===== src/rtl/display_share_arbiter.sv =====
// Round-robin owner selection for the shared 8-digit hex display, with a minimum dwell before preemption.
// Optional DISPLAY_ARB_HOLD_LAST_EN keeps the last owner's word and index on the display while idle.
module display_share_arbiter #(
    parameter int          NUM_REQ      = 4,
    parameter logic [31:0] DWELL_CYCLES = 32'd65_000_000
) (
    input  logic                       clk_in,
    input  logic                       rst_in,
    input  logic [NUM_REQ-1:0]         req_in,
    input  logic [32*NUM_REQ-1:0]      data_in,
    output logic [NUM_REQ-1:0]         grant_out,
    output logic [$clog2(NUM_REQ)-1:0] owner_out,
    output logic [31:0]                data_out,
    output logic                       busy_out
);

    localparam int          IDX_W      = $clog2(NUM_REQ);
    localparam logic [31:0] LAST_COUNT = DWELL_CYCLES - 32'd1;

    typedef enum logic {IDLE, HOLD} state_t;

    state_t             state, state_next;
    logic [31:0]        count, count_next;
    logic [IDX_W-1:0]   ptr, ptr_next;
    logic [NUM_REQ-1:0] grant_next;
    logic [IDX_W-1:0]   owner_next;
    logic [31:0]        data_next;
    logic               busy_next;

    logic [NUM_REQ-1:0] candidates;
    logic               pick_valid;
    logic [IDX_W-1:0]   pick_idx;
    logic               owner_req;
    logic               saturated;
    logic               do_grant;
    logic               do_release;

    // First set bit at or after start, wrapping; result is {found, index}.
    function automatic logic [IDX_W:0] rr_pick(input logic [NUM_REQ-1:0] req,
                                               input logic [IDX_W-1:0]   start);
        logic             found;
        logic [IDX_W-1:0] idx;
        found = 1'b0;
        idx   = '0;
        for (int i = 0; i < NUM_REQ; i++) begin
            if (!found && req[i] && (IDX_W'(i) >= start)) begin
                found = 1'b1;
                idx   = IDX_W'(i);
            end
        end
        for (int i = 0; i < NUM_REQ; i++) begin
            if (!found && req[i]) begin
                found = 1'b1;
                idx   = IDX_W'(i);
            end
        end
        return {found, idx};
    endfunction

    function automatic logic [31:0] slice_of(input logic [32*NUM_REQ-1:0] words,
                                             input logic [IDX_W-1:0]      idx);
        logic [31:0] word;
        word = '0;
        for (int i = 0; i < NUM_REQ; i++) begin
            if (IDX_W'(i) == idx) begin
                word = words[32*i +: 32];
            end
        end
        return word;
    endfunction

    // grant_out is zero in IDLE, so masking it off leaves only the other requesters while holding.
    // ptr always equals owner+1 during HOLD, so one search serves both states.
    assign candidates             = req_in & ~grant_out;
    assign {pick_valid, pick_idx} = rr_pick(candidates, ptr);
    assign owner_req              = |(req_in & grant_out);
    assign saturated              = (count == LAST_COUNT);

    always_ff @(posedge clk_in or posedge rst_in) begin
        if (rst_in) begin
            state     <= IDLE;
            count     <= '0;
            ptr       <= '0;
            grant_out <= '0;
            owner_out <= '0;
            data_out  <= '0;
            busy_out  <= 1'b0;
        end else begin
            state     <= state_next;
            count     <= count_next;
            ptr       <= ptr_next;
            grant_out <= grant_next;
            owner_out <= owner_next;
            data_out  <= data_next;
            busy_out  <= busy_next;
        end
    end

    always_comb begin
        state_next = state;
        do_grant   = 1'b0;
        do_release = 1'b0;
        case (state)
            IDLE: begin
                if (pick_valid) begin
                    do_grant   = 1'b1;
                    state_next = HOLD;
                end
            end
            HOLD: begin
                if (!owner_req) begin
                    if (pick_valid) begin
                        do_grant = 1'b1;
                    end else begin
                        do_release = 1'b1;
                        state_next = IDLE;
                    end
                end else if (saturated && pick_valid) begin
                    do_grant = 1'b1;
                end
            end
            default: state_next = IDLE;
        endcase
    end

    always_comb begin
        grant_next = grant_out;
        owner_next = owner_out;
        data_next  = data_out;
        busy_next  = busy_out;
        count_next = count;
        ptr_next   = ptr;
        if (do_grant) begin
            grant_next = NUM_REQ'(1) << pick_idx;
            owner_next = pick_idx;
            data_next  = slice_of(data_in, pick_idx);
            busy_next  = 1'b1;
            count_next = '0;
            ptr_next   = (pick_idx == IDX_W'(NUM_REQ - 1)) ? '0 : pick_idx + IDX_W'(1);
        end else if (do_release) begin
            grant_next = '0;
            busy_next  = 1'b0;
            count_next = '0;
`ifdef DISPLAY_ARB_HOLD_LAST_EN
            data_next  = data_out;
            owner_next = owner_out;
`else
            data_next  = '0;
            owner_next = '0;
`endif
        end else if (state == HOLD) begin
            // Live producers keep updating the display while they own it.
            data_next = slice_of(data_in, owner_out);
            if (!saturated) begin
                count_next = count + 32'd1;
            end
        end
    end

endmodule


===== config.mk =====
export PLATFORM = sky130hd
export DESIGN_NAME = display_share_arbiter
export DESIGN_NICKNAME = d
export VERILOG_FILES = /design/src/rtl/display_share_arbiter.sv
export SDC_FILE = /design/constraint.sdc
export NUM_CORES = 1
export LEC_CHECK = 0
export CORE_ASPECT_RATIO = 0.6
export CORE_MARGIN = 2
export CORE_UTILIZATION = 50
export DETAILED_ROUTE_END_ITERATION = 12
export PLACE_DENSITY = 0.86
export SYNTH_ARGS = -nofsm -noshare
export SYNTH_HDL_FRONTEND = slang
export SYNTH_SLANG_ARGS = --single-unit

===== constraint.sdc =====
create_clock -name clk_in -period 3.8 [get_ports clk_in]
set_input_delay 0.38 -clock clk_in [delete_from_list [all_inputs] [get_ports clk_in]]
set_output_delay 0.38 -clock clk_in [all_outputs]
set_load 0.05 [all_outputs]

==> results.toml, run 1 <==
[sta]
clock.fmax_ghz = 0.331
whs_ps = 503
fin_crit_sh = 0.795
rsz0062_at_grt = "false"
fin_ws_ps = 780
worst_slew_pin_slew_ps = 941
fin_crit_ps = 3020
fin_setup_tns_ps = 0
finalHoldViolations = 0
setup_violations = 0
maxSlewViolCount = 0
finalClockSkew_ps = 8.78
slew_headroom = 0.373

[power]
powerDensity_nw_per_um2 = 826
irDropWorstVdd_v = 0.000502
leakage_nw = 2.87

[drt]
ant_nets = 0
drt_pass1_iterations = 5
drc = 0
routed_wl_mm = 17.1
avgViaCountPerCell = 6.58
vias = 5477
wl_per_cell_um = 20.5
drt_iter0_drc = 545

[critical_path]
path_class = "in2reg"
slowest_stage = "clkdlybuf4s50_1"
critPathCaptureType = "flip-flop"
worst-path-buf-inv = 4
path_cells = "clkdlybuf4s50_1, nor2b_1, o22ai_1, o21ai_0, o21ai_0, inv_1, ha_1, inv_1, buf_4, o22ai_1, a21oi_1, a221o_1"
crit_path_max_incr_delay_ps = 470
arrival_ps = 3240
path_delay_family = "compound AO/OA/AOI/OAI gates"
r2r_cells = 11
cp-start-kind = "input port"
r2r_start = "grant_out[1]$_DFFE_PP0P_"
cp-startpoint = "req_in[1]"
worstPathMaxFanout = 31
cp.required_ps = 4020
ff2ff_setup_slack_ps = 910
r2r_end = "data_out[20]$_DFFE_PP0P_"

[synthesis]
ys_types = 47
ys_warn_count = 0
ys_seq_area_frac = 0.353
synthArstFlopShare = 1.00
yosysTopAreaCellShare = 0.353
syn-num-nets = 681
syn_inst = 542
synth-edff-count = 0
syn_area_um2 = 5240
synth.avg_cell_area_um2 = 9.67
synthTopCellsByArea = "dfrtp_1 35%, mux4_2 14%, a21oi_1 6.8%, a221o_1 6.1%, a22oi_1 4.9%"
synth_seq_cells = 74
synth_ff_type = "dfrtp_1"
synth_top_cell_by_area = "dfrtp_1"

[clocking]
cts_inserted_buffers = 9
clock-sinks = 74
clock_tree.root_cell = "clkbuf_16"
ctsResizeCount = 0
path_clk_slew_ps = 60
cts_tree = "done"
cts.path.max_buffers = 2
post-cts-setup-buffer-count = 0
clkLatencyLatePin_ps = 340
htree_num_levels = 3
cts.hold.buffers_added = 0

[die]
die-height_um = 83.3
start_util = 0.523
io_pins = 173
row_count = 28
dieArea_um2 = 11300
die_x_um = 136
core_um2 = 10000

[global_routing]
grt_pass1_vias = 5714
grt_max_degree = 75
grt_overflow = 0
antenna_found_initial = 0
grt_first_pass_wirelength_mm = 28.1
grt_usage = 0.314

[place]
routabilityCongestion = 0.889
dpl_cell_area_um2 = 7030
dp_slack_ps = 473
port_buffers = 172
place_inst = 817
dp_hpwl_mm = 12.3

[finish]
diodes = 0
finalNonFillerCells = 833
syn_to_final_growth_pct = 39.9
drive_above_1_share = 0.109
final_common_cell = "clkdlybuf4s50_1"
final_cell_mix = "172 x clkdlybuf4s50_1, 73 x dfrtp_1, 71 x a21oi_1"
fin_nets = 832
fin_area_um2 = 7330

[min_path]
hp-start = "busy_out$_DFFE_PP0P_"
worstHoldPathType = "reg2reg"
hold_path_end = "busy_out$_DFFE_PP0P_"
hold_depth = 1

[job]
cap_violations = 0

[status]
status = "finished, final reports clean"
[final cells by class]
cell class | instances | area (µm²)
Timing Repair Buffer | 187 | 1830
Clock inverter | 4 | 50.0
Clock buffer | 12 | 256
Inverter | 8 | 30.0
Multi-Input combinational cell | 413 | 3140
Sequential cell | 74 | 1850
Fill cell | 710 | 2690
Tap cell | 135 | 169
[cells in the mapped netlist (all sizes together), types with 7 or more instances]
library cell,instances
a21oi,72
a221o,32
a22oi,34
and3,9
buf,15
clkbuf,32
dfrtp,74
inv,8
mux4,32
nand2,54
nand3,7
nand4,11
nor2,39
nor3,8
o21ai,11
o22ai,32
xnor2,13
xor2,13
[layer usage]
layer	vias up	track usage	routed length (µm)
met2	400	0.503	8120
li1	2404	-	-
met5	-	0	0
met4	0	0.111	404
met1	2619	0.422	6740
met3	54	0.0672	1820
[worst reg2reg max path, cell delays in order, from the launching register on]
cell and delay, ps:
dfrtp_1 400, nor2b_1 420, o22ai_1 130, o21ai_0 170
o21ai_0 220, inv_1 160, ha_1 260, inv_1 80
buf_4 250, o22ai_1 250, a21oi_1 90, a221o_1 350
[how the worst max path moves through the flow]
stage,to,slack (ps),depth (start not counted)
floorplan,data_out[0]$_DFFE_PP0P_,940,13
global placement,data_out[31]$_DFFE_PP0P_,670,12
detailed placement,data_out[20]$_DFFE_PP0P_,470,12
CTS,data_out[20]$_DFFE_PP0P_,810,12
global route,data_out[20]$_DFFE_PP0P_,510,12
finish,data_out[20]$_DFFE_PP0P_,780,12
[report_power, final]
part / leakage, nW / internal, mW / switching, mW
logic: 1.77 / 1.61 / 2.28
registers: 0.956 / 1.04 / 0.251
clock network: 0.145 / 0.543 / 0.334
[cells by family after synthesis]
family,Yosys count,synth area share
AOI/OAI and AO/OA,198,0.257
and+or+nand+nor,151,0.144
xor gates and xnor gates,26,0.0434
buffers and inverters,55,0.0504
adders and majority gates,5,0.0119
muxes,33,0.140
DFF,74,0.353
[state kept, by name (all words and copies together) (netlist names)]
register,count
owner_out,2
count,32
state,1
ptr,2
data_out,32
busy_out,1
grant_out,4
[per-stage QoR]
stage / utilization / total power [mW]
finish: 0.732 / 6.06
global route: 0.732 / 6.39
CTS: 0.732 / 6.00
detailed placement: 0.701 / 5.13
global placement: 0.701 / 5.00
floorplan: - / 4.08
Note: power is estimated with default switching activity, not from simulation.
==> inputs of run 2 (changes only) <==
CORE_UTILIZATION = 47   (was 50)
PLACE_DENSITY = 0.82   (was 0.86)
clock period = 3 ns   (was 3.8 ns; I/O delays follow)
==> results.toml, run 2 (synthesis results as in run 1) <==
[status]
status = "finished, final reports clean"

[critical_path]
crit_end = "data_out[28]$_DFFE_PP0P_"
cp-startpoint = "count[10]$_DFFE_PP0P_"
path_class = "reg2reg"
cp-start-kind = "flip-flop"
ff2ff_setup_slack_ps = 210
r2r_cells = 5
slowest_stage = "a21oi_2"
arrival_ps = 3060
cp.required_ps = 3270
r2r_start = "count[10]$_DFFE_PP0P_"
crit_path_max_incr_delay_ps = 980
path_cells = "or4b_4, nor4_4, nand3_4, a21oi_2, a221o_1"
worstPathMaxFanout = 20
critPathCaptureType = "flip-flop"
r2r_end = "data_out[28]$_DFFE_PP0P_"

[sta]
rsz0062_at_grt = "false"
worst_slew_pin_slew_ps = 1220
finalHoldViolations = 0
fin_setup_tns_ps = 0
fin_crit_ps = 2790
maxSlewViolCount = 0
setup_violations = 0
finalClockSkew_ps = 3.42
fin_crit_sh = 0.930
slew_headroom = 0.187
fin_ws_ps = 210
clock.fmax_ghz = 0.358

[global_routing]
grt_usage = 0.311
grt_max_degree = 75
antenna_found_initial = 0
grt_overflow = 0
grt_pass1_vias = 5655
grt_first_pass_wirelength_mm = 29.2

[clocking]
cts_inserted_buffers = 9
post-cts-setup-buffer-count = 0
cts_tree = "done"
htree_num_levels = 3
path_clk_slew_ps = 60
clock-sinks = 74
cts.path.max_buffers = 2
clkLatencyLatePin_ps = 340
clock_tree.root_cell = "clkbuf_16"
ctsResizeCount = 0

[place]
dpl_cell_area_um2 = 7180
port_buffers = 172
dp_slack_ps = -47.3
routabilityCongestion = 0.877
dp_hpwl_mm = 12.5

[drt]
vias = 5614
wl_per_cell_um = 21.6
drc = 0
drt_iter0_drc = 611
ant_nets = 0
routed_wl_mm = 18.3
drt_pass1_iterations = 5
avgViaCountPerCell = 6.64

[die]
die_x_um = 140
dieArea_um2 = 12000
row_count = 29
start_util = 0.490
die-height_um = 85.8
core_um2 = 10700
io_pins = 173

[min_path]
worstHoldPathType = "in2async"

[finish]
final_common_cell = "clkdlybuf4s50_1"
final_cell_mix = "172 x clkdlybuf4s50_1, 73 x dfrtp_1, 71 x a21oi_1"
fin_area_um2 = 7490
drive_above_1_share = 0.122
diodes = 0
fin_nets = 841
top_regs = "count x32, data_out x32, grant_out x4"
syn_to_final_growth_pct = 43.0

[job]
cap_violations = 0

[power]
leakage_nw = 2.95
irDropWorstVdd_v = 0.000684
powerDensity_nw_per_um2 = 1070
[run 2: cell types whose count changed in the layout (fill, tap and decap cells not counted)]
cell / delta
a21oi_2: +1
buf_4: +1
clkbuf_1: -1
buf_12: +7
clkinv_2: +2
clkinvlp_4: -1
[run 2: timing repair]
action / 4_1_cts / 5_1_grt
setup endpoints to repair: 0 / 1
hold buffers: 0 / 0
endpoints found under the hold margin: 0 / 0
[run 2: layer usage]
metal	GRT usage	part of all wire	vias to the layer above
met5	0	0	-
met4	0.118	0.026	0
met3	0.0804	0.13	59
met2	0.498	0.45	486
met1	0.414	0.40	2642
li1	-	-	2427
[run 2: final cells by class]
type                            instances  area (µm²)
Sequential cell                        74        1850
Tap cell                              139         174
Timing Repair Buffer                  195        1980
Clock buffer                           11         253
Multi-Input combinational cell        414        3150
Inverter                                8        30.0
Clock inverter                          5        52.6
Fill cell                             748        3210
[run 2: worst min path at each step]
stage / to / start / slack [ps] / depth (start not counted)
after global placement: busy_out$_DFFE_PP0P_ / busy_out$_DFFE_PP0P_ / 480 / 1
after global routing: data_out[31]$_DFFE_PP0P_ / rst_in / 430 / 3
after detailed placement: busy_out$_DFFE_PP0P_ / busy_out$_DFFE_PP0P_ / 480 / 1
after floorplan: count[0]$_DFFE_PP0P_ / count[0]$_DFFE_PP0P_ / 480 / 1
after CTS: data_out[31]$_DFFE_PP0P_ / rst_in / 400 / 3
final: data_out[22]$_DFFE_PP0P_ / rst_in / 360 / 3
[run 2: critical path: cells and delay by family (launching register included)]
family | cells | cell delay [ps]
AOI/OAI and AO/OA | 2 | 1270
and+or+nand+nor | 3 | 1010
DFF | 1 | 440
[run 2: where the power goes]
part / internal, mW / leakage (nW) / total (mW) / switching (mW)
Clock: 0.685 / 0.151 / 1.11 / 0.426
Sequential: 1.32 / 0.956 / 1.59 / 0.274
Combinational: 2.21 / 1.84 / 5.30 / 3.09
[run 2: metrics by stage]
step	util	hold WS [ps]	total power, mW	std cells
5_1_grt	0.700	435	8.38	846
3_5_place_dp	0.671	484	6.78	829
6_report	0.700	361	8.01	846
4_1_cts	0.699	396	7.90	845
3_3_place_gp	0.671	477	6.59	829
2_1_floorplan	-	477	5.17	542
==> inputs of run 3 (changes only) <==
CORE_ASPECT_RATIO = 1.4   (was 0.6)
CORE_MARGIN = unset   (was 2)
CORE_UTILIZATION = 33   (was 47)
PLACE_DENSITY = unset   (was 0.82)
==> results.toml, run 3 (synthesis results as in run 1) <==
[global_routing]
antenna_found_initial = 0
grt_first_pass_wirelength_mm = 28.7
grt_max_degree = 49
grt_pass1_vias = 5549
grt_usage = 0.227
grt_overflow = 0

[place]
port_buffers = 172
routabilityCongestion = 0.849
dp_slack_ps = 128
dp_hpwl_mm = 13.0

[clocking]
path_clk_slew_ps = 60
clock_tree.root_cell = "clkbuf_16"
post-cts-setup-buffer-count = 0
ctsResizeCount = 0
clock-sinks = 74
cts_tree = "done"
clkLatencyLatePin_ps = 330
htree_num_levels = 3
cts.path.max_buffers = 2
cts.hold.buffers_added = 0
cts_inserted_buffers = 9

[finish]
top_regs = "count x32, data_out x32, grant_out x4"
drive_above_1_share = 0.116
final_cell_mix = "172 x clkdlybuf4s50_1, 73 x dfrtp_1, 71 x a21oi_1"
syn_to_final_growth_pct = 44.0
diodes = 0
final_common_cell = "clkdlybuf4s50_1"
postLayoutCoreUtil = 0.486
fin_nets = 840

[drt]
ant_nets = 0
routed_wl_mm = 18.2
drc = 0
vias = 5340
wl_per_cell_um = 20.2
avgViaCountPerCell = 5.92
drt_pass1_iterations = 5
drt_iter0_drc = 322

[job]
cap_violations = 0

[power]
powerDensity_nw_per_um2 = 1040
p_comb_frac = 0.659
p_total_mw = 7.82
power.switching_mw = 3.65
seqPwrFrac = 0.210
swShare = 0.466
p_int_mw = 4.18
irDropWorstVdd_v = 0.000474
leakage_nw = 2.93
clockPowerShare = 0.131

[die]
dieArea_um2 = 16400
die-height_um = 151
core_um2 = 15500
die_x_um = 109
start_util = 0.337
row_count = 54
io_pins = 173

[sta]
worst_slew_pin_slew_ps = 638
fin_crit_ps = 2560
slew_headroom = 0.571
fin_ws_ps = 438
maxSlewViolCount = 0
setup_violations = 0
finalHoldViolations = 0
rsz0062_at_grt = "false"
fin_setup_tns_ps = 0
whs_ps = 365
finalClockSkew_ps = 8.52
clock.fmax_ghz = 0.390
fin_crit_sh = 0.854

[critical_path]
path_cells = "clkdlybuf4s50_1, nor2b_1, o22ai_1, o21ai_0, o21ai_0, buf_4, ha_1, nor2_2, buf_12, a21oi_1, a221o_1"
arrival_ps = 2770
cpMostUsedCell = "o21ai_0"
path_class = "in2reg"
r2r_start = "grant_out[0]$_DFFE_PP0P_"
cp-start-kind = "input port"
slowest_stage = "clkdlybuf4s50_1"
cp.required_ps = 3210
worstPathMaxFanout = 32
crit_path_max_incr_delay_ps = 510
critPathCaptureType = "flip-flop"
cp-startpoint = "req_in[1]"

[min_path]
worstHoldPathType = "in2async"

[status]
status = "finished, final reports clean"
[run 3: routing by layer]
metal / track usage / share of wire
met2: 0.413 / 0.53
met5: 0 / 0
met3: 0.0473 / 0.058
met4: 0.0966 / 0.033
met1: 0.253 / 0.38
[run 3: power by group through the flow]
stage / registers (mW) / logic, mW / clock network, mW
floorplan: 2.37 / 2.79 / 0
global placement: 1.66 / 5.03 / 0
detailed placement: 1.64 / 5.15 / 0
CTS: 1.64 / 5.14 / 1.05
global route: 1.69 / 5.50 / 1.09
finish: 1.64 / 5.15 / 1.03
[run 3: through the flow]
step	area [µm²]	std cells
detailed placement	7260	886
floorplan	5240	542
finish	7550	902
global route	7550	902
CTS	7550	902
global placement	7260	886
[run 3: path summary, 6_finish.rpt]
check / slack, ps / to / cells after the start
worst max-delay path: 440 / data_out[3]$_DFFE_PP0P_ / 11
worst min-delay path: 370 / data_out[14]$_DFFE_PP0P_ / 2
worst max register to register: 470 / data_out[6]$_DFFE_PP0P_ / 12
worst min register to register: 520 / data_out[6]$_DFFE_PP0P_ / 1
max in group asynchronous: 1950 / count[6]$_DFFE_PP0P_ / 3
min in group clk_in: 520 / data_out[6]$_DFFE_PP0P_ / 1
[run 3: critical path: cells and delay by family]
| kind | cells | cell delay (ps) |
|---|---|---|
| adders and majority gates | 1 | 260 |
| and+or+nand+nor | 2 | 450 |
| AOI/OAI and AO/OA | 5 | 840 |
| buffers and inverters | 3 | 910 |
[run 3: final cells by class]
class,count,area [µm²]
Clock buffer,15,278
Inverter,8,30.0
Multi-Input combinational cell,413,3140
Fill cell,1472,7990
Clock inverter,1,7.51
Sequential cell,74,1850
Tap cell,196,245
Timing Repair Buffer,195,1990
